$ cat src/rtl/stream_rr_arb_if.sv
// Valid/ready/data/last bundle between N producers, the arbiter and one consumer.
interface stream_rr_arb_if #(
    parameter int unsigned N = 4,
    parameter int unsigned W = 32
);
    localparam int unsigned IW = $clog2(N);

    logic [N-1:0]   in_valid;
    logic [N-1:0]   in_ready;
    logic [N*W-1:0] in_data;
    logic [N-1:0]   in_last;
    logic           out_valid;
    logic           out_ready;
    logic [W-1:0]   out_data;
    logic           out_last;
    logic [IW-1:0]  out_src;

    modport master (
        output in_valid, in_data, in_last, out_ready,
        input  in_ready, out_valid, out_data, out_last, out_src
    );

    modport slave (
        input  in_valid, in_data, in_last, out_ready,
        output in_ready, out_valid, out_data, out_last, out_src
    );
endinterface

$ cat src/rtl/stream_rr_arb.sv
// Round-robin N:1 stream merge into a registered output slot.
// Optional packet lock (grant held from first to last beat): define STREAM_ARB_LOCK_EN.
module stream_rr_arb #(
    parameter int unsigned N = 4,
    parameter int unsigned W = 32
) (
    input  logic            clk,
    input  logic            rst,
    stream_rr_arb_if.slave  bus
);
    localparam int unsigned IW = $clog2(N);

    typedef enum logic {IDLE, HOLD} state_t;

    state_t        r_state, w_state_nxt;
    logic [W-1:0]  r_data, w_data_nxt;
    logic          r_last, w_last_nxt;
    logic [IW-1:0] r_src, w_src_nxt;
    logic [IW-1:0] r_ptr, w_ptr_nxt;
`ifdef STREAM_ARB_LOCK_EN
    logic          r_locked, w_locked_nxt;
    logic [IW-1:0] r_lock_idx, w_lock_idx_nxt;
`endif

    logic          w_free;
    logic          w_gnt_valid;
    logic          w_accept;
    logic [IW-1:0] w_gnt;
    logic [IW-1:0] w_idx;
    logic [W-1:0]  w_gnt_data;
    logic          w_gnt_last;

    // Scan ptr+1 .. ptr+N; descending loop so the nearest valid index wins.
    always_comb begin
        w_gnt       = '0;
        w_gnt_valid = 1'b0;
        w_idx       = '0;
        for (int k = int'(N); k >= 1; k--) begin
            w_idx = IW'((int'(r_ptr) + k) % int'(N));
            if (bus.in_valid[w_idx]) begin
                w_gnt       = w_idx;
                w_gnt_valid = 1'b1;
            end
        end
`ifdef STREAM_ARB_LOCK_EN
        if (r_locked) begin
            w_gnt       = r_lock_idx;
            w_gnt_valid = bus.in_valid[r_lock_idx];
        end
`endif
    end

    always_comb begin
        w_gnt_data = '0;
        w_gnt_last = 1'b0;
        for (int i = 0; i < int'(N); i++) begin
            if (w_gnt == IW'(i)) begin
                w_gnt_data = bus.in_data[i*int'(W) +: W];
                w_gnt_last = bus.in_last[i];
            end
        end
    end

    assign w_free       = (r_state == IDLE) || bus.out_ready;
    assign w_accept     = w_free && w_gnt_valid && !rst;
    assign bus.in_ready = w_accept ? (N'(1) << w_gnt) : '0;

    // Next-state and slot load.
    always_comb begin
        w_state_nxt    = r_state;
        w_data_nxt     = r_data;
        w_last_nxt     = r_last;
        w_src_nxt      = r_src;
        w_ptr_nxt      = r_ptr;
`ifdef STREAM_ARB_LOCK_EN
        w_locked_nxt   = r_locked;
        w_lock_idx_nxt = r_lock_idx;
`endif
        case (r_state)
            IDLE: if (w_accept) w_state_nxt = HOLD;
            HOLD: if (!w_accept && bus.out_ready) w_state_nxt = IDLE;
            default: w_state_nxt = IDLE;
        endcase
        if (w_accept) begin
            w_data_nxt = w_gnt_data;
            w_last_nxt = w_gnt_last;
            w_src_nxt  = w_gnt;
            w_ptr_nxt  = w_gnt;
`ifdef STREAM_ARB_LOCK_EN
            if (!w_gnt_last) begin
                w_locked_nxt   = 1'b1;
                w_lock_idx_nxt = w_gnt;
            end else begin
                w_locked_nxt   = 1'b0;
            end
`endif
        end
    end

    always_ff @(posedge clk) begin
        if (rst) begin
            r_state    <= IDLE;
            r_data     <= '0;
            r_last     <= 1'b0;
            r_src      <= '0;
            r_ptr      <= IW'(N - 1);
`ifdef STREAM_ARB_LOCK_EN
            r_locked   <= 1'b0;
            r_lock_idx <= '0;
`endif
        end else begin
            r_state    <= w_state_nxt;
            r_data     <= w_data_nxt;
            r_last     <= w_last_nxt;
            r_src      <= w_src_nxt;
            r_ptr      <= w_ptr_nxt;
`ifdef STREAM_ARB_LOCK_EN
            r_locked   <= w_locked_nxt;
            r_lock_idx <= w_lock_idx_nxt;
`endif
        end
    end

    assign bus.out_valid = (r_state == HOLD);
    assign bus.out_data  = r_data;
    assign bus.out_last  = r_last;
    assign bus.out_src   = r_src;
endmodule

$ cat src/flat_wrapper.sv
// flat-port wrapper written by rule: the top's interface ports become plain ports
module stream_rr_arb_flat 
#(
    parameter int unsigned N = 4,
    parameter int unsigned W = 32
)
  (clk, rst, bus_in_valid, bus_in_data, bus_in_last, bus_out_ready, bus_in_ready, bus_out_valid, bus_out_data, bus_out_last, bus_out_src);
  stream_rr_arb_if #(.N(N), .W(W)) bus_i ();
  input  logic clk;
  input  logic rst;
  input wire logic [$bits(bus_i.in_valid)-1:0] bus_in_valid;
  input wire logic [$bits(bus_i.in_data)-1:0] bus_in_data;
  input wire logic [$bits(bus_i.in_last)-1:0] bus_in_last;
  input wire logic [$bits(bus_i.out_ready)-1:0] bus_out_ready;
  output wire logic [$bits(bus_i.in_ready)-1:0] bus_in_ready;
  output wire logic [$bits(bus_i.out_valid)-1:0] bus_out_valid;
  output wire logic [$bits(bus_i.out_data)-1:0] bus_out_data;
  output wire logic [$bits(bus_i.out_last)-1:0] bus_out_last;
  output wire logic [$bits(bus_i.out_src)-1:0] bus_out_src;
  assign bus_i.in_valid = bus_in_valid;
  assign bus_i.in_data = bus_in_data;
  assign bus_i.in_last = bus_in_last;
  assign bus_i.out_ready = bus_out_ready;
  assign bus_in_ready = bus_i.in_ready;
  assign bus_out_valid = bus_i.out_valid;
  assign bus_out_data = bus_i.out_data;
  assign bus_out_last = bus_i.out_last;
  assign bus_out_src = bus_i.out_src;
  stream_rr_arb #(.N(N), .W(W)) u_core (.clk(clk), .rst(rst), .bus(bus_i));
endmodule
$ cat config.mk
export PLATFORM = sky130hd
export DESIGN_NAME = stream_rr_arb_flat
export DESIGN_NICKNAME = d
export VERILOG_FILES = /design/src/rtl/stream_rr_arb_if.sv /design/src/rtl/stream_rr_arb.sv /design/src/flat_wrapper.sv
export SDC_FILE = /design/constraint.sdc
export NUM_CORES = 1
export LEC_CHECK = 0
export ABC_AREA = 1
export BUFFER_PORTS_ARGS = -buffer_cell sky130_fd_sc_hd__buf_2
export CAP_MARGIN = 20
export CORE_MARGIN = 2
export CORE_UTILIZATION = 44
export CTS_BUF_LIST = sky130_fd_sc_hd__clkbuf_2 sky130_fd_sc_hd__clkbuf_4 sky130_fd_sc_hd__clkbuf_8
export DETAILED_ROUTE_END_ITERATION = 8
export PLACE_DENSITY_LB_ADDON = 0.05
export SLEW_MARGIN = 20
export SYNTH_ARGS = -nofsm -noshare
export SYNTH_HDL_FRONTEND = slang
export SYNTH_SLANG_ARGS = --single-unit
$ cat constraint.sdc
create_clock -name clk -period 2.3 [get_ports clk]
set_clock_uncertainty 0.1 [all_clocks]
set_input_delay 0.345 -clock clk [delete_from_list [all_inputs] [get_ports clk]]
set_output_delay 0.345 -clock clk [all_outputs]
set_load 0.05 [all_outputs]
=== Yosys cells after proc, flatten, opt, wreduce, memory -nomap -nowiden ===
Index checks and enable logic that the tools add are counted.

* Magnitude comparators: 4
* Reductions and logical operators: 7
* Shifts and indexed selects: 1
* Muxes and demuxes: 28
* Eq/ne operators: 3
* $add $sub $neg: 4
* Bitwise logic cells: 1

{| class="wikitable"
|+ Operators with widths
! kind !! count
|-
| 32-bit two-way mux || 4
|-
| 1-bit two-way mux || 14
|-
| 2-bit by 3-bit less-than comparator with 1-bit output (second input constant) || 4
|-
| 1-bit binary-select mux with 2-bit select || 4
|-
| 2-bit two-way mux || 4
|-
| 2-bit by 1-bit adder with 2-bit output (second input constant) || 2
|-
| 2-bit adder (second input constant) || 2
|-
| 2-bit == test (second input constant) || 2
|-
| 4-bit two-way mux || 1
|-
| 1-bit by 2-bit left shift with 4-bit output (first input constant) || 1
|-
| 1-bit logical AND || 3
|-
| 2-bit by 1-bit == test with 1-bit output (second input constant) || 1
|-
| 1-bit zero test || 2
|-
| 2-bit zero test || 1
|-
| 1-bit case mux with 2 select lines || 1
|-
| 1-bit logical OR || 1
|-
| 1-bit NOT || 1
|}

* Register bits after elaboration: 38
* Output and inout port bits: 40

=== Depth between registers and ports, before layout ===
Gate-level depths: netlist of the first run.

* Depth in word-level cells: 13
* Depth in mapped cells: 16

=== Least setup slack after synthesis of the first run ===
OpenSTA, ideal clock, no wires.

* Kind: reg2out
* Start: reg u_core.r_ptr[0]
* End: out bus_in_ready[0]
* Required time: 1.855 ns
* Arrival time: 2.383 ns
* Slack: -0.528 ns
* Cell stages (with the launch flop): 13
* Path buffers: 3
* Cell sequence: dfxtp_1 > buf_6 > inv_8 > nand2_2 > nand2_4 > nand2_2 > nand2_1 > nand2_1 > nand2_1 > nand2_4 > buf_6 > buf_4 > nor3_1

* Cells in the longest elaborated chain, start to end: 10
* Elaborated cells on any way between the ends: 24
* Classes of those cells: 4 x add/sub; 1 x shift; 17 x mux; 2 x reduce/logical

{| class="wikitable"
|+ RTL lines
! item !! RTL line !! text
|-
| start: declaration || stream_rr_arb.sv:19 || <nowiki>logic [IW-1:0] r_ptr, w_ptr_nxt;</nowiki>
|-
| start signal: assignment || stream_rr_arb.sv:106 || <nowiki>r_ptr <= IW'(N - 1);</nowiki>
|-
| start signal: assignment || stream_rr_arb.sv:116 || <nowiki>r_ptr <= w_ptr_nxt;</nowiki>
|-
| 2-bit by 1-bit adder with 2-bit output || stream_rr_arb.sv:39 || <nowiki>w_idx = IW'((int'(r_ptr) + k) % int'(N));</nowiki>
|-
| 1-bit binary-select mux with 2-bit select || stream_rr_arb.sv:40 || <nowiki>if (bus.in_valid[w_idx]) begin</nowiki>
|-
| 1-bit two-way mux (not written as such) || stream_rr_arb.sv:40 ||
|-
| 1-bit two-way mux (4 in series) || stream_rr_arb.sv:40 ||
|-
| 1-bit logical AND (2 in series) || stream_rr_arb.sv:65 || <nowiki>assign w_accept = w_free && w_gnt_valid && !rst;</nowiki>
|-
| 4-bit two-way mux * || stream_rr_arb.sv:66 || <nowiki>assign bus.in_ready = w_accept ? (N'(1) << w_gnt) : '0;</nowiki>
|-
| end: declaration || flat_wrapper.sv:15 || <nowiki>output wire logic [$bits(bus_i.in_ready)-1:0] bus_in_ready;</nowiki>
|}

Mark *: on every way between the ends. The rest lies on a longest branch, timed or not. The select of a mux whose other input is x is not followed.

=== Worst setup path after layout of the first run ===
* Start: reg u_core.r_ptr[0]
* End: out bus_in_ready[2]

The elaborated chain is that of the path after synthesis.

==> impl_metrics.sql, run 1 <==
INSERT INTO impl_metrics (metric_group, metric, value, unit) VALUES
('run_status', 'status', 'finished, violations left', ''),
('run_status', 'failed_checks', 'setup timing', ''),
('drt', 'detail_route.wl_per_cell', '12.78', 'um'),
('grt', 'grt-ovfl-total', '0', ''),
('critical_path', 'critical-path-top-delay-family', 'simple AND/OR/NAND/NOR gates', ''),
('synth', 'avgSynthCellArea', '6.073', 'um2'),
('power_and_ir_drop', 'power_switching_share', '52.64', '%'),
('sta', 'worst_slack', '-0.01503', 'ns'),
('grt', 'grt_util_all_layers', '25.47', '%'),
('critical_path', 'worstSetupPathType', 'reg -> out', ''),
('finish', 'antenna_cells', '0', ''),
('clock_network', 'cts.clk_slew.worst_paths', '0.08', 'ns'),
('floorplanning', 'die_x', '82.37', 'um'),
('sta', 'timing.final.max_slew_violations', '0', ''),
('critical_path', 'timing.critical_path.slowest_stage_cell', 'sky130_fd_sc_hd__dfxtp_4', ''),
('sta', 'maxSlewHeadroom', '67.13', '%'),
('clock_network', 'cts_hold_buffers', '0', ''),
('critical_path', 'worst_ep_required_time', '1.86', 'ns'),
('flow_run', 'drv.max_cap_violation_count', '0', ''),
('clock_network', 'cts_num_sinks', '38', ''),
('sta', 'fmax', '0.4320', 'GHz'),
('floorplanning', 'placeableCoreArea', '5921', 'um2'),
('critical_path', 'setup.worst_path.start_class', 'flip-flop', ''),
('clock_network', 'clock_tree.htree_level_count', '2', ''),
('synth', 'netlist_instances', '445', ''),
('floorplanning', 'dieHeight', '82.37', 'um'),
('drt', 'vias_per_cell', '5.009', ''),
('power_and_ir_drop', 'power.clock.fraction', '15.3', '%'),
('synth', 'synth-seq-area-share', '28.15', '%'),
('placement', 'detailedPlacementHpwl', '6.586', 'mm'),
('synth', 'mappedNetlistNets', '584', ''),
('critical_path', 'worst_ep_arrival_time', '1.87', 'ns'),
('critical_path', 'crit_path_cell_trace', 'inv_8, nand2_1, nand2_2, and2_4, nand4_1, o21ai_2, nor2_4, nand2_2, nor2_4, buf_6', ''),
('floorplanning', 'design.portCount', '179', ''),
('floorplanning', 'std_cell_rows', '28', ''),
('finish', 'layout_common_cells', 'sky130_fd_sc_hd__buf_2 (174), sky130_fd_sc_hd__nand2_1 (149), sky130_fd_sc_hd__nand3_1 (89)', ''),
('sta', 'grt_setup_unrepaired', 'true', ''),
('placement', 'routability_congestion_estimate', '0.7595', ''),
('finish', 'post-route-cell-area', '3857', 'um2'),
('finish', 'area.growth.synth_to_final', '42.73', '%'),
('sta', 'layout_worst_path_cycle_share', '100.7', '%'),
('drt', 'dr_total_vias', '3476', ''),
('finish', 'final_layout_size_suffix_gt1_share', '38.77', '%'),
('critical_path', 'cp_num_buf_inv', '2', ''),
('finish', 'filler_cell_count', '610', ''),
('sta', 'setup_viol', '2', ''),
('drt', 'drtIter0Drc', '119', ''),
('finish', 'leading_cell_type_in_the_layout_fill_and_taps_excluded', 'sky130_fd_sc_hd__buf_2', ''),
('sta', 'totalNegativeSetupSlack', '-0.01614', 'ns'),
('power_and_ir_drop', 'combinationalPowerShare', '63.6', '%'),
('clock_network', 'clock_insertion_delay_worst_skew', '0.29', 'ns'),
('power_and_ir_drop', 'cell_internal_pwr', '2.120', 'mW'),
('grt', 'via_count_of_the_first_global_routing_pass', '3075', ''),
('drt', 'number_of_nets_with_antenna_violations_after_routing', '0', ''),
('grt', 'grt_antenna_before_repair', '0', ''),
('synth', 'synth_area_leader_cell', 'sky130_fd_sc_hd__dfxtp_1', ''),
('grt', 'first_pass_grt_wire_length', '13.28', 'mm'),
('synth', 'ys_ff_latch', '38', ''),
('floorplanning', 'dieArea', '6785', 'um2'),
('power_and_ir_drop', 'power_frac_seq', '21.0', '%'),
('finish', 'fin_nets', '757', ''),
('synth', 'yosys.cell_types.count', '26', ''),
('critical_path', 'cp-end-kind', 'output pin', ''),
('power_and_ir_drop', 'p_leak', '2.116', 'nW'),
('clock_network', 'cts_root_buffer', 'sky130_fd_sc_hd__clkbuf_8', ''),
('synth', 'netlist.area_leader.share', '28.15', '%'),
('placement', 'port_buffers', '178', ''),
('sta', 'hold_violations', '0', ''),
('sta', 'tightest_slew', '0.4931', 'ns'),
('power_and_ir_drop', 'ir_drop', '588.8', 'uV'),
('drt', 'wirelength', '8.871', 'mm');
==> synth_stat cells <==
| master | count |
|---|---|
| sky130_fd_sc_hd__dfxtp_1 | 38 |
| sky130_fd_sc_hd__buf_6 | 6 |
| sky130_fd_sc_hd__inv_4 | 1 |
| sky130_fd_sc_hd__nand4_1 | 25 |
| sky130_fd_sc_hd__nor2_8 | 1 |
| sky130_fd_sc_hd__inv_1 | 18 |
| sky130_fd_sc_hd__buf_4 | 1 |
| sky130_fd_sc_hd__clkbuf_1 | 4 |
| sky130_fd_sc_hd__nand2_1 | 152 |
| sky130_fd_sc_hd__buf_1 | 2 |
| sky130_fd_sc_hd__inv_8 | 1 |
| sky130_fd_sc_hd__o22ai_1 | 1 |
| sky130_fd_sc_hd__o21ai_2 | 2 |
| sky130_fd_sc_hd__o21ai_0 | 15 |
| sky130_fd_sc_hd__buf_2 | 17 |
| sky130_fd_sc_hd__a21oi_1 | 1 |
| sky130_fd_sc_hd__nand2_2 | 8 |
| sky130_fd_sc_hd__nor2_1 | 47 |
| sky130_fd_sc_hd__nor3_1 | 1 |
| sky130_fd_sc_hd__nor2_4 | 3 |
| sky130_fd_sc_hd__nand3_4 | 1 |
| sky130_fd_sc_hd__nand2_4 | 6 |
| sky130_fd_sc_hd__and2_4 | 1 |
| sky130_fd_sc_hd__o211ai_1 | 1 |
| sky130_fd_sc_hd__nand3_1 | 89 |
| sky130_fd_sc_hd__inv_2 | 3 |
==> layout make-up <==
| class | instances | area share (%) |
|---|---|---|
| well taps | 75 | 2.433 |
| flip-flops and latches | 38 | 19.85 |
| multi-input cells | 354 | 44.40 |
| clock buffers | 5 | 1.784 |
| repair buffers | 196 | 27.25 |
| inverters | 23 | 2.498 |
| clock inverters | 3 | 1.784 |
==> layer usage <==
| layer | share of wire [%] | routed length [um] | vias to the layer above | track usage, % |
|---|---|---|---|---|
| li1 | - | - | 1796 | - |
| met1 | 40 | 3520 | 1512 | 27.04 |
| met2 | 49 | 4369 | 155 | 48.71 |
| met3 | 9.4 | 834 | 13 | 6.304 |
| met4 | 1.7 | 147 | 0 | 8.000 |
| met5 | 0 | 0 | - | 0 |
==> cells by family after synthesis <==
logic type,Yosys count,synth area share [%]
AOI/OAI and AO/OA,20,4.120
buffers and inverters,53,10.32
DFF,38,28.15
and+or+nand+nor,334,57.41
==> power by group through the flow <==
stage	clock network (mW)	logic, mW	registers (mW)
floorplan	0	1.59	1.53
CTS	0.697	2.82	0.941
global placement	0	2.71	0.946
finish	0.687	2.85	0.942
global route	0.724	3.10	0.963
detailed placement	0	2.73	0.952
==> worst paths after layout <==
kind | from | endpoint | slack [ns] | depth (start not counted)
min reg2reg | u_core.bus.out_data[11]$_SDFFE_PP0P_ | u_core.bus.out_data[11]$_SDFFE_PP0P_ | 0.35 | 2
max | u_core.r_ptr[0]$_SDFFE_PP1P_ | bus_in_ready[2] | -0.02 | 10
min | bus_in_data[3] | u_core.bus.out_data[3]$_SDFFE_PP0P_ | 0.25 | 5
max reg2reg | u_core.r_ptr[0]$_SDFFE_PP1P_ | u_core.bus.out_data[10]$_SDFFE_PP0P_ | 0.12 | 13
==> sequential cells by signal, indices dropped and copies added (netlist names) <==
signal                cells
u_core.bus.out_data      32
u_core.bus.out_src        2
u_core.r_ptr              2
u_core.bus.out_valid      1
u_core.bus.out_last       1
==> per-stage QoR <==
| step | setup slack [ns] | power (mW) | std cells | utilization (%) |
|---|---|---|---|---|
| final | -0.01503 | 4.476 | 694 | 65.15 |
| after global routing | -0.1177 | 4.789 | 694 | 65.15 |
| after CTS | -0.003866 | 4.453 | 691 | 64.33 |
| after floorplan | -0.2083 | 3.128 | 445 | - |
| after global placement | -0.02874 | 3.652 | 680 | 60.80 |
| after detailed placement | -0.1468 | 3.677 | 680 | 60.80 |
==> worst reg2reg max path, stage by stage, from the launching register on <==
cell	delay [ns]
sky130_fd_sc_hd__dfxtp_4	0.39
sky130_fd_sc_hd__inv_8	0.10
sky130_fd_sc_hd__nand2_2	0.07
sky130_fd_sc_hd__nand2_2	0.10
sky130_fd_sc_hd__nand2_2	0.08
sky130_fd_sc_hd__a21oi_1	0.12
sky130_fd_sc_hd__nand2_1	0.11
sky130_fd_sc_hd__nand2_4	0.15
sky130_fd_sc_hd__inv_4	0.13
sky130_fd_sc_hd__nor2_4	0.43
sky130_fd_sc_hd__nand2_1	0.12
sky130_fd_sc_hd__nand3_1	0.10
sky130_fd_sc_hd__nor2_1	0.04
sky130_fd_sc_hd__nor2_1	0.07
==> repair_timing <==
item                                    in CTS  in global routing
endpoints found under the setup margin      25                 21
pin swaps                                    1                  4
hold endpoints to repair                     0                  0
resized for setup                           16                  6
buffers inserted                             3                  3
Power figures use the tool's default switching activity.
==> run 2, diff against run 1 <==
PLACE_DENSITY = 0.84   (was unset)
PLACE_DENSITY_LB_ADDON = unset   (was 0.05)
RECOVER_POWER = 25   (was unset)
==> run 2 against run 1 <==
The flow still finishes with violations (setup timing); combinational power grew 12%; worst hold slack gained 0.0071 ns; clock-buffer cell count rose by 1; first-iteration DRC count increased by 68%; fmax down 0.21%; global-route usage up 0.52 points; highest routed layer unchanged.
==> impl_metrics.sql, run 2 (same netlist as run 1, synthesis figures left out) <==
INSERT INTO impl_metrics (metric_group, metric, value, unit) VALUES
('placement', 'detailedPlacementHpwl', '6.725', 'mm'),
('floorplanning', 'std_cell_rows', '28', ''),
('power_and_ir_drop', 'p_total', '4.576', 'mW'),
('floorplanning', 'design.portCount', '179', ''),
('clock_network', 'cts.clk_slew.worst_paths', '0.07', 'ns'),
('drt', 'vias_per_cell', '5.152', ''),
('clock_network', 'cts_max_path_buffers', '2', ''),
('finish', 'antenna_cells', '0', ''),
('clock_network', 'cts_root_buffer', 'sky130_fd_sc_hd__clkbuf_8', ''),
('sta', 'hold_violations', '0', ''),
('run_status', 'failed_checks', 'setup timing', ''),
('clock_network', 'cts_made_buffers', '5', ''),
('sta', 'period_minus_slack', '2.320', 'ns'),
('drt', 'drtIter0Drc', '200', ''),
('placement', 'placed_cells', '679', ''),
('power_and_ir_drop', 'ir_drop', '673.5', 'uV'),
('sta', 'grt_setup_unrepaired', 'true', ''),
('clock_network', 'clock_insertion_delay_worst_skew', '0.28', 'ns'),
('drt', 'wirelength', '9.751', 'mm'),
('grt', 'grt_util_all_layers', '25.99', '%'),
('floorplanning', 'dieArea', '6785', 'um2'),
('critical_path', 'worst_ep_required_time', '1.86', 'ns'),
('drt', 'detail_route.wl_per_cell', '13.81', 'um'),
('finish', 'area.growth.synth_to_final', '48.10', '%'),
('grt', 'grt_antenna_before_repair', '0', ''),
('grt', 'grt-ovfl-total', '0', ''),
('grt', 'first_pass_grt_wire_length', '13.92', 'mm'),
('sta', 'setup_viol', '1', ''),
('critical_path', 'cp-end-kind', 'output pin', ''),
('sta', 'layout_worst_path_cycle_share', '100.9', '%'),
('placement', 'port_buffers', '178', ''),
('critical_path', 'setup.worst_path.start_class', 'flip-flop', ''),
('sta', 'timing.final.max_slew_violations', '0', ''),
('placement', 'routability_congestion_estimate', '0.8465', ''),
('finish', 'final_layout_size_suffix_gt1_share', '39.78', '%'),
('power_and_ir_drop', 'p_leak', '2.140', 'nW'),
('finish', 'leading_cell_type_in_the_layout_fill_and_taps_excluded', 'sky130_fd_sc_hd__buf_2', ''),
('floorplanning', 'placeableCoreArea', '5921', 'um2'),
('finish', 'layout_common_cells', 'sky130_fd_sc_hd__buf_2 (165), sky130_fd_sc_hd__nand2_1 (144), sky130_fd_sc_hd__nand3_1 (89)', ''),
('power_and_ir_drop', 'powerDensity', '1143', 'nW/um2'),
('finish', 'largest_register_ff_count', '32', ''),
('sta', 'tightest_slew', '0.6419', 'ns'),
('critical_path', 'crit_path_max_fanout', '5', ''),
('drt', 'drc_errors', '0', ''),
('finish', 'post-route-cell-area', '4003', 'um2'),
('worst_hold_path', 'timing.hold.worst.class', 'in -> reg', ''),
('drt', 'number_of_nets_with_antenna_violations_after_routing', '0', ''),
('sta', 'worst_slack', '-0.01999', 'ns'),
('critical_path', 'worstSetupPathType', 'reg -> out', ''),
('grt', 'via_count_of_the_first_global_routing_pass', '3179', ''),
('floorplanning', 'die_x', '82.37', 'um'),
('clock_network', 'cts_num_sinks', '38', ''),
('clock_network', 'tritoncts', 'built', ''),
('flow_run', 'drv.max_cap_violation_count', '0', ''),
('floorplanning', 'floorplan.initialDensity', '45.65', '%'),
('critical_path', 'worst_ep_arrival_time', '1.87', 'ns'),
('clock_network', 'clock_tree.htree_level_count', '2', ''),
('finish', 'fin_nets', '771', ''),
('placement', 'dpl_cell_area', '3592', 'um2'),
('grt', 'grt_start_max_net_pins', '34', ''),
('drt', 'drt-pass1-iter-count', '5', ''),
('floorplanning', 'dieHeight', '82.37', 'um'),
('sta', 'totalNegativeSetupSlack', '-0.01999', 'ns'),
('sta', 'maxSlewHeadroom', '57.39', '%'),
('sta', 'worst_hold_slack', '0.2553', 'ns'),
('drt', 'dr_total_vias', '3637', ''),
('finish', 'layout.cells.non_filler', '706', ''),
('sta', 'fmax', '0.4310', 'GHz'),
('run_status', 'status', 'finished, violations left', '');
[run 2: changes by cell type in the layout (fill, tap and decap cells not counted), sizes merged]
| cell | delta |
|---|---|
| clkbuf | +10 |
| nor2 | +3 |
| buf | +2 |
| bufinv | -2 |
| clkinv | -1 |
[run 2: metal layers]
layer | vias up | routed length [um] | track usage (%)
li1 | 1826 | - | -
met1 | 1635 | 3790 | 30.44
met2 | 167 | 5104 | 49.11
met3 | 9 | 753 | 3.804
met4 | 0 | 102 | 6.333
met5 | - | 0 | 0
[run 2: metrics by stage]
| stage | setup slack (ns) | utilization (%) |
|---|---|---|
| 6_report | -0.01999 | 67.60 |
| 5_1_grt | -0.1004 | 67.60 |
| 4_1_cts | 0.008360 | 65.05 |
| 3_5_place_dp | -0.06564 | 60.67 |
| 3_3_place_gp | 0.02588 | 60.67 |
| 2_1_floorplan | -0.2083 | - |
[run 2: worst max-delay path: stages, from the launching register on]
cell	delay, ns
sky130_fd_sc_hd__dfxtp_2	0.40
sky130_fd_sc_hd__inv_2	0.07
sky130_fd_sc_hd__nand2_2	0.09
sky130_fd_sc_hd__nand2_4	0.09
sky130_fd_sc_hd__nor2_2	0.18
sky130_fd_sc_hd__a21oi_2	0.07
sky130_fd_sc_hd__nand2_2	0.08
sky130_fd_sc_hd__nand2_4	0.09
sky130_fd_sc_hd__buf_12	0.14
sky130_fd_sc_hd__nor3_4	0.18
sky130_fd_sc_hd__buf_6	0.18
[run 2: path summary, 6_finish.rpt]
path / from / endpoint / slack (ns) / depth (start not counted)
hold / removal: bus_in_data[27] / u_core.bus.out_data[27]$_SDFFE_PP0P_ / 0.26 / 5
setup / recovery: u_core.r_ptr[1]$_SDFFE_PP1P_ / bus_in_ready[0] / -0.02 / 10
hold reg to reg: u_core.bus.out_data[1]$_SDFFE_PP0P_ / u_core.bus.out_data[1]$_SDFFE_PP0P_ / 0.36 / 2
setup reg to reg: u_core.r_ptr[0]$_SDFFE_PP1P_ / u_core.bus.out_data[15]$_SDFFE_PP0P_ / 0.06 / 15
[run 2: what timing repair did]
item | in CTS | in global routing
setup buffers | 11 | 7
setup endpoints to repair | 27 | 37
resized for setup | 23 | 15
pin swaps | 7 | 13
hold buffers | 0 | 0
gates cloned | 0 | 3
[run 2: area by class of cell]
| cell class | count | area (um2) |
|---|---|---|
| multi-input cells | 357 | 1793 |
| inverters | 23 | 96.34 |
| clock buffers | 6 | 82.58 |
| repair buffers | 207 | 1171 |
| fillers | 545 | 1918 |
| well taps | 75 | 93.84 |
| flip-flops and latches | 38 | 765.7 |
[run 2: power breakdown]
part | switching (mW) | internal [mW] | leakage (nW)
Sequential | 0.109 | 0.843 | 0.317
Combinational | 2.19 | 0.990 | 1.78
Clock | 0.217 | 0.231 | 0.0431
Total | 2.51 | 2.06 | 2.14
==> run 3, diff against run 2 <==
RECOVER_POWER = 100   (was 25)
SKIP_CTS_REPAIR_TIMING = 1   (was unset)
==> run 3 against run 2 <==
The flow still finishes with violations (setup timing); flip-flop and latch count stayed put; critical path depth unchanged; routed wire length down 2.0%; via count is 1.3% lower; final cell count fell by 1.1%; critical path type unchanged; largest power group unchanged.
==> impl_metrics.sql, run 3 (same netlist as run 1, synthesis figures left out) <==
INSERT INTO impl_metrics (metric_group, metric, value, unit) VALUES
('sta', 'maxSlewHeadroom', '57.76', '%'),
('drt', 'drc_errors', '0', ''),
('power_and_ir_drop', 'p_leak', '2.030', 'nW'),
('placement', 'detailedPlacementHpwl', '6.725', 'mm'),
('critical_path', 'setup.worst_path.start_class', 'flip-flop', ''),
('floorplanning', 'die_x', '82.37', 'um'),
('critical_path', 'worstSetupPathType', 'reg -> out', ''),
('power_and_ir_drop', 'combinationalPowerShare', '68.3', '%'),
('finish', 'antenna_cells', '0', ''),
('worst_hold_path', 'timing.hold.worst.class', 'in -> reg', ''),
('sta', 'grt_setup_unrepaired', 'true', ''),
('grt', 'grt-ovfl-total', '0', ''),
('clock_network', 'clock_insertion_delay_worst_skew', '0.28', 'ns'),
('finish', 'leading_cell_type_in_the_layout_fill_and_taps_excluded', 'sky130_fd_sc_hd__nand2_1', ''),
('sta', 'tightest_slew', '0.6364', 'ns'),
('finish', 'area.growth.synth_to_final', '43.15', '%'),
('power_and_ir_drop', 'power.clock.fraction', '10.1', '%'),
('sta', 'period_minus_slack', '2.376', 'ns'),
('grt', 'first_pass_grt_wire_length', '13.23', 'mm'),
('drt', 'number_of_nets_with_antenna_violations_after_routing', '0', ''),
('finish', 'largest_register_ff_count', '32', ''),
('sta', 'timing.final.max_slew_violations', '0', ''),
('power_and_ir_drop', 'cell_internal_pwr', '1.962', 'mW'),
('critical_path', 'worst_ep_arrival_time', '1.93', 'ns'),
('clock_network', 'clock_tree.htree_level_count', '2', ''),
('grt', 'grt_antenna_before_repair', '0', ''),
('sta', 'worst_slack', '-0.07558', 'ns'),
('drt', 'dr_total_vias', '3589', ''),
('critical_path', 'crit_path_max_fanout', '7', ''),
('finish', 'filler_cell_count', '568', ''),
('placement', 'post_place_worst_slack', '-0.06564', 'ns'),
('placement', 'dpl_cell_area', '3592', 'um2'),
('sta', 'fmax', '0.4209', 'GHz'),
('flow_run', 'drv.max_cap_violation_count', '0', ''),
('floorplanning', 'design.portCount', '179', ''),
('grt', 'via_count_of_the_first_global_routing_pass', '3061', ''),
('floorplanning', 'std_cell_rows', '28', ''),
('finish', 'fin_nets', '763', ''),
('clock_network', 'cts_max_path_buffers', '2', ''),
('power_and_ir_drop', 'powerDensity', '1143', 'nW/um2'),
('finish', 'post-route-cell-area', '3869', 'um2'),
('clock_network', 'tritoncts', 'built', ''),
('finish', 'final_layout_size_suffix_gt1_share', '34.99', '%'),
('sta', 'hold_violations', '0', ''),
('clock_network', 'cts_root_buffer', 'sky130_fd_sc_hd__clkbuf_8', ''),
('run_status', 'failed_checks', 'setup timing', ''),
('finish', 'layout_common_cells', 'sky130_fd_sc_hd__nand2_1 (145), sky130_fd_sc_hd__buf_2 (144), sky130_fd_sc_hd__nand3_1 (89)', ''),
('clock_network', 'cts.clk_slew.worst_paths', '0.07', 'ns'),
('floorplanning', 'floorplan.initialDensity', '45.65', '%'),
('power_and_ir_drop', 'power_switching_share', '55.63', '%'),
('clock_network', 'cts_made_buffers', '5', ''),
('placement', 'port_buffers', '178', ''),
('placement', 'routability_congestion_estimate', '0.8465', ''),
('power_and_ir_drop', 'netSwitchingPower', '2.459', 'mW'),
('sta', 'setup_viol', '3', ''),
('floorplanning', 'placeableCoreArea', '5921', 'um2'),
('drt', 'wirelength', '9.554', 'mm'),
('drt', 'drtIter0Drc', '181', ''),
('floorplanning', 'dieHeight', '82.37', 'um'),
('clock_network', 'cts_num_sinks', '38', ''),
('grt', 'grt_start_max_net_pins', '34', ''),
('drt', 'drt-pass1-iter-count', '5', ''),
('placement', 'placed_cells', '679', ''),
('grt', 'grt_util_all_layers', '24.64', '%'),
('critical_path', 'cp-end-kind', 'output pin', ''),
('run_status', 'status', 'finished, violations left', ''),
('floorplanning', 'dieArea', '6785', 'um2'),
('drt', 'vias_per_cell', '5.142', ''),
('power_and_ir_drop', 'ir_drop', '712.3', 'uV'),
('sta', 'layout_worst_path_cycle_share', '103.3', '%'),
('critical_path', 'worst_ep_required_time', '1.86', 'ns'),
('power_and_ir_drop', 'power_frac_seq', '21.6', '%'),
('drt', 'detail_route.wl_per_cell', '13.69', 'um'),
('finish', 'layout.cells.non_filler', '698', '');
==> run 3: cell count changes in the layout (fill, tap and decap cells not counted), moves of 2 or more <==
cell,before,now
sky130_fd_sc_hd__buf_12,3,1
sky130_fd_sc_hd__buf_2,165,144
sky130_fd_sc_hd__buf_4,24,19
sky130_fd_sc_hd__clkbuf_1,9,30
sky130_fd_sc_hd__nor2_4,7,5
==> run 3: power by group through the flow <==
stage	clock network, mW	registers (mW)	logic, mW
after floorplan	0	1.53	1.59
after global placement	0	0.947	2.65
after detailed placement	0	0.956	2.70
after CTS	0.461	0.944	2.71
after global routing	0.482	0.973	3.25
final	0.448	0.953	3.02
==> run 3: path summary, 6_finish.rpt <==
| check | startpoint | to | slack, ns | depth (start not counted) |
|---|---|---|---|---|
| worst max-delay path | u_core.r_ptr[0]$_SDFFE_PP1P_ | bus_in_ready[2] | -0.08 | 10 |
| worst min-delay path | bus_in_data[27] | u_core.bus.out_data[27]$_SDFFE_PP0P_ | 0.25 | 5 |
| worst max register to register | u_core.r_ptr[0]$_SDFFE_PP1P_ | u_core.bus.out_data[18]$_SDFFE_PP0P_ | 0.11 | 15 |
| worst min register to register | u_core.bus.out_data[3]$_SDFFE_PP0P_ | u_core.bus.out_data[3]$_SDFFE_PP0P_ | 0.36 | 2 |
==> run 3: through the flow <==
| step | power, mW | setup TNS [ns] | hold slack, ns | util (%) |
|---|---|---|---|---|
| 2_1_floorplan | 3.128 | -0.7097 | 0.4320 | - |
| 3_3_place_gp | 3.602 | 0 | 0.3330 | 60.67 |
| 3_5_place_dp | 3.658 | -0.8882 | 0.3378 | 60.67 |
| 4_1_cts | 4.111 | -2.578 | 0.2482 | 62.07 |
| 5_1_grt | 4.702 | -0.4048 | 0.2689 | 65.34 |
| 6_report | 4.421 | -0.1780 | 0.2514 | 65.34 |
==> run 3: cell type report <==
cell class                      instances  area [um2]  share of cell area (%)
Multi-Input combinational cell        356        1759                   45.47
Timing Repair Buffer                  200        1064                   27.49
Sequential cell                        38       765.7                   19.79
Inverter                               23       103.9                   2.684
Tap cell                               75       93.84                   2.426
Clock buffer                            6       82.58                   2.135
==> run 3: layer usage <==
layer | vias to the layer above | routed length, um | GRT usage [%]
li1 | 1813 | - | -
met5 | - | 0 | 0
met3 | 11 | 671 | 3.696
met2 | 169 | 4949 | 46.85
met1 | 1596 | 3847 | 28.82
met4 | 0 | 87 | 5.333
==> run 3: worst max-delay path: stages (launching register included) <==
cell	delay, ns
sky130_fd_sc_hd__dfxtp_4	0.42
sky130_fd_sc_hd__buf_4	0.14
sky130_fd_sc_hd__nand2_1	0.06
sky130_fd_sc_hd__nand2_2	0.10
sky130_fd_sc_hd__nor2_1	0.07
sky130_fd_sc_hd__a21oi_1	0.15
sky130_fd_sc_hd__nand2_1	0.13
sky130_fd_sc_hd__nand2_4	0.18
sky130_fd_sc_hd__nand2_2	0.09
sky130_fd_sc_hd__nor2_2	0.15
sky130_fd_sc_hd__buf_6	0.17
